--- src/rtl/serial_xfer_ctrl.sv ---
// serial_xfer_ctrl: shift sequencer for registers A and B (serial transfer/add).
// Optional serial adder enabled by defining SERIAL_ADD_EN.
module serial_xfer_ctrl #(
    parameter int WIDTH = 4
) (
    input  logic             clk,
    input  logic             rst,
    input  logic             start,
    input  logic [WIDTH-1:0] a_in,
    input  logic [WIDTH-1:0] b_in,
    output logic [WIDTH-1:0] a_out,
    output logic [WIDTH-1:0] b_out,
    output logic             busy,
    output logic             done,
    output logic             cout
);

    localparam int CW = $clog2(WIDTH + 1);

    typedef enum logic [1:0] {
        IDLE  = 2'd0,
        SHIFT = 2'd1,
        DONE  = 2'd2
    } state_t;

    state_t           state_q, state_d;
    logic [WIDTH-1:0] a_q, a_d;
    logic [WIDTH-1:0] b_q, b_d;
    logic [CW-1:0]    cnt_q, cnt_d;
    logic             ser;

`ifdef SERIAL_ADD_EN
    logic carry_q, carry_d;
    logic carry_sh;

    // Full adder on the low bits; its sum feeds the top of A
    always_comb begin
        ser      = a_q[0] ^ b_q[0] ^ carry_q;
        carry_sh = (a_q[0] & b_q[0]) | (a_q[0] & carry_q) | (b_q[0] & carry_q);
    end

    assign cout = carry_q;
`else
    // Plain transfer: B's low bit moves into A
    always_comb begin
        ser = b_q[0];
    end

    assign cout = 1'b0;
`endif

    // Next-state and datapath update for load / shift / hold
    always_comb begin
        state_d = state_q;
        a_d     = a_q;
        b_d     = b_q;
        cnt_d   = cnt_q;
`ifdef SERIAL_ADD_EN
        carry_d = carry_q;
`endif
        unique case (state_q)
            IDLE: begin
                if (start) begin
                    a_d     = a_in;
                    b_d     = b_in;
                    cnt_d   = CW'(WIDTH);
`ifdef SERIAL_ADD_EN
                    carry_d = 1'b0;
`endif
                    state_d = SHIFT;
                end
            end
            SHIFT: begin
                a_d   = {ser, a_q[WIDTH-1:1]};
                b_d   = {b_q[0], b_q[WIDTH-1:1]};
                cnt_d = cnt_q - CW'(1);
`ifdef SERIAL_ADD_EN
                carry_d = carry_sh;
`endif
                if (cnt_q == CW'(1)) begin
                    state_d = DONE;
                end
            end
            DONE: begin
                state_d = IDLE;
            end
            default: begin
                state_d = IDLE;
            end
        endcase
    end

    // State and datapath registers with synchronous reset
    always_ff @(posedge clk) begin
        if (rst) begin
            state_q <= IDLE;
            a_q     <= '0;
            b_q     <= '0;
            cnt_q   <= '0;
`ifdef SERIAL_ADD_EN
            carry_q <= 1'b0;
`endif
        end else begin
            state_q <= state_d;
            a_q     <= a_d;
            b_q     <= b_d;
            cnt_q   <= cnt_d;
`ifdef SERIAL_ADD_EN
            carry_q <= carry_d;
`endif
        end
    end

    assign a_out = a_q;
    assign b_out = b_q;
    assign busy  = (state_q != IDLE);
    assign done  = (state_q == DONE);

endmodule

--- config.mk ---
export PLATFORM = sky130hd
export DESIGN_NAME = serial_xfer_ctrl
export DESIGN_NICKNAME = d
export VERILOG_FILES = /design/src/rtl/serial_xfer_ctrl.sv
export SDC_FILE = /design/constraint.sdc
export NUM_CORES = 1
export LEC_CHECK = 0
export ABC_AREA = 1
export ABC_CLOCK_PERIOD_IN_PS = 1050
export CORE_MARGIN = 8
export CORE_UTILIZATION = 39
export CTS_CLUSTER_DIAMETER = 120
export DETAILED_ROUTE_END_ITERATION = 10
export PLACE_DENSITY = 0.76
export SLEW_MARGIN = 20
export SYNTH_ARGS = -nofsm -noshare
export SYNTH_HDL_FRONTEND = slang
export SYNTH_SLANG_ARGS = --single-unit
--- constraint.sdc ---
create_clock -name clk -period 1.05 [get_ports clk]
set_input_delay 0.21 -clock clk [delete_from_list [all_inputs] [get_ports clk]]
set_output_delay 0.21 -clock clk [all_outputs]
set_load 0.05 [all_outputs]
==> flow_summary.yaml <==
die:
  start_util_pct: 39.93
  row_count: 15
  io_pins: 22
  dieHeight_um: 57.35
  core-area_mm2: 0.001670
  fp.dieW_um: 57.35
  die_area_mm2: 0.003289
setup_path:
  r2r_setup_slack_ps: -50
  setup.worst_path.start_class: "register"
  worst_ep_required_time_ps: 840
  cp.arrival_ps: 970
  r2r_start: "state_q[0]"
  crit_fanout: 3
  cp-end-kind: "primary output"
  worstSetupPathType: "reg -> out"
  r2r_cells: 7
  cpPeakStageDelay_ps: 360
  slowest_stage: "dfxtp_4"
  critPathLaunch: "state_q[0]"
  timing.rr.end: "a_out[3]"
  crit_path_cell_trace: "buf_6 > nor2_4 > buf_12"
routing:
  wl_mm: 1.788
  routed_via_density: 4.901
  drt_iter0_drc: 16
  dr_total_vias: 696
  wl_per_cell_um: 12.59
  drc: 0
  drtPass1Iterations: 3
  antenna_left: 0
cells_and_area:
  utilization_pct: 67.04
  n_antenna_cell: 0
  area_growth_pct: 67.92
  nets: 139
  drive_above_1_share_pct: 36.80
  num-fill-cells: 136
  layout.cells.non_filler: 142
yosys:
  netlist_area_um2: 666.9
  syn_nets: 108
  synth_cells: 95
  synth_cell_types: 19
  syn_avg_cell_area_um2: 7.020
  ys_warn_count: 0
  synth-seq-cells: 13
  ys_seq_area_share_pct: 39.02
flow_run:
  drv_cap: 0
timing:
  fmax_mhz: 844.6
  setup-violations-final: 5
  fin_skew_ps: 1.606
  hold_violations: 0
  worst_slack_ps: -134.0
  slew_viol_final: 0
  min_period_over_period_pct: 112.8
  totalNegativeSetupSlack_ps: -335.4
  rsz0062_at_grt: "true"
  finalCriticalPeriod_ps: 1184
clocking:
  cts_made_buffers: 3
  clk_pin_slew_ps: 80
  h-tree-depth: 1
  clock-sinks: 13
  cts_tree: "built"
  clock_latency_ps: 270
  clockRootBuffer: "clkbuf_4"
  clockBufferDepth: 2
grt:
  antenna_found_initial: 0
  first_global_vias: 707
  grt_pass1_wl_mm: 2.925
  grt.overflow.total: 0
  grt_max_degree: 11
  grt_usage_pct: 11.17
worst_hold_path:
  min_path_type: "reg -> reg"
  hold_end: "cnt_q[1]"
  whs_path_depth: 2
  min-delay-start: "cnt_q[1]"
placed_design:
  dp_hpwl_mm: 1.315
  routabilityCongestion: 0.8012
  io_buffers: 20
  dp_cells: 136
  place_ws_ps: -234.5
outcome:
  status: "complete, but fails checks"
  violations: "setup timing"
power_and_ir_drop:
  intPower_mw: 0.9850
  power.total_mw: 1.512
  comb_power_share_pct: 39.4
  power_density_mw_per_mm2: 1350
  pwr-share-clk_pct: 20.3
  cellLeakagePower_nw: 0.5122
  vdd_drop_max_mv: 0.9461
  switching_share_pct: 34.86
  p_seq_share_pct: 40.3
  power.switching_mw: 0.5272
worst max-delay path: cells and delay by family, from the launching register on:
family	cells	cell delay, ps
simple gates	1	90
buf+inv	2	250
flops	1	360
per-stage QoR:
stage          hold WS (ps)  instance area, um2
2_1_floorplan         279.1               669.4
3_3_place_gp          453.8                1017
3_5_place_dp          453.8                1017
4_1_cts               465.5                1095
5_1_grt               483.6                1120
6_report              462.5                1120
cell usage in the layout (no fill, tap or decap), types with 2 or more instances in the layout:
master and n:
a21oi_1 7, a21oi_2 2, buf_12 10, buf_4 4, buf_6 4, clkbuf_4 3
clkdlybuf4s50_1 10, dfxtp_2 11, ha_1 2, inv_1 13, inv_4 2, nand2_1 17
nand2_4 2, nand3_1 3, nor2_1 8, nor2_2 2, o21ai_1 7, o21ai_2 2
or2_0 5, or2_1 2
synth_stat cells, drive strengths merged:
cell   instances  share of area [%]
nand3          3                2.3
o21ai          9                7.3
a21oi          9                6.8
nand2         19                 13
nor3           2                1.5
buf            2                2.8
nor2          11                6.6
conb           1               0.56
inv           16                9.0
dfxtp         13                 39
nor4           1               0.94
or2            7                6.6
ha             2                3.8
cell families (layout without fill, tap and decap cells):
logic type	after synthesis	after routing	share of synthesized area, %
buffers and inverters	18	48	11.82
flip-flops	13	13	39.02
AND/OR/NAND/NOR	43	43	30.77
adder cells (fa/ha/maj)	2	2	3.752
other	1	1	0.5623
AO/OA/AOI/OAI	18	18	14.07
sequential cells by signal, summed over array words and instances, names as in the netlist:
signal and cells:
a_out 4, b_out 4, cnt_q 3, state_q 2
layer usage:
metal / track usage (%) / wire length [um]
met5: 0 / 0
met1: 10.77 / 719
met3: 2.915 / 95
met4: 7.500 / 25
met2: 20.26 / 948
repair_timing:
action                     4_1_cts  5_1_grt
hold buffers                     0        0
pin swaps                        1        1
setup endpoints to repair       18       16
resized for setup               16       10
buffers inserted                 2        0
power by group through the flow:
stage	logic [mW]	clock network, mW	registers, mW
4_1_cts	0.585	0.321	0.603
3_3_place_gp	0.547	0	0.610
2_1_floorplan	0.194	0	0.702
3_5_place_dp	0.556	0	0.613
6_report	0.595	0.307	0.610
5_1_grt	0.636	0.335	0.617
final cells by class:
class                      instances  area, um2  share of cell area [%]
sequential                        13      277.8                   24.80
tap                               17      21.27                   1.899
multi-input combinational         64      354.1                   31.62
inverter                          16      65.06                   5.810
timing repair buffer              28      375.4                   33.52
clock buffer                       4      26.28                   2.346
worst max-delay path by stage:
stage / cells past startpoint / slack [ps] / to
3_5_place_dp: 7 / -230 / a_out[3]
3_3_place_gp: 7 / -200 / a_out[3]
6_report: 3 / -130 / done
5_1_grt: 3 / -170 / busy
2_1_floorplan: 2 / -9 / done
4_1_cts: 3 / -140 / done
No activity file was read; power rests on OpenSTA's default activity.
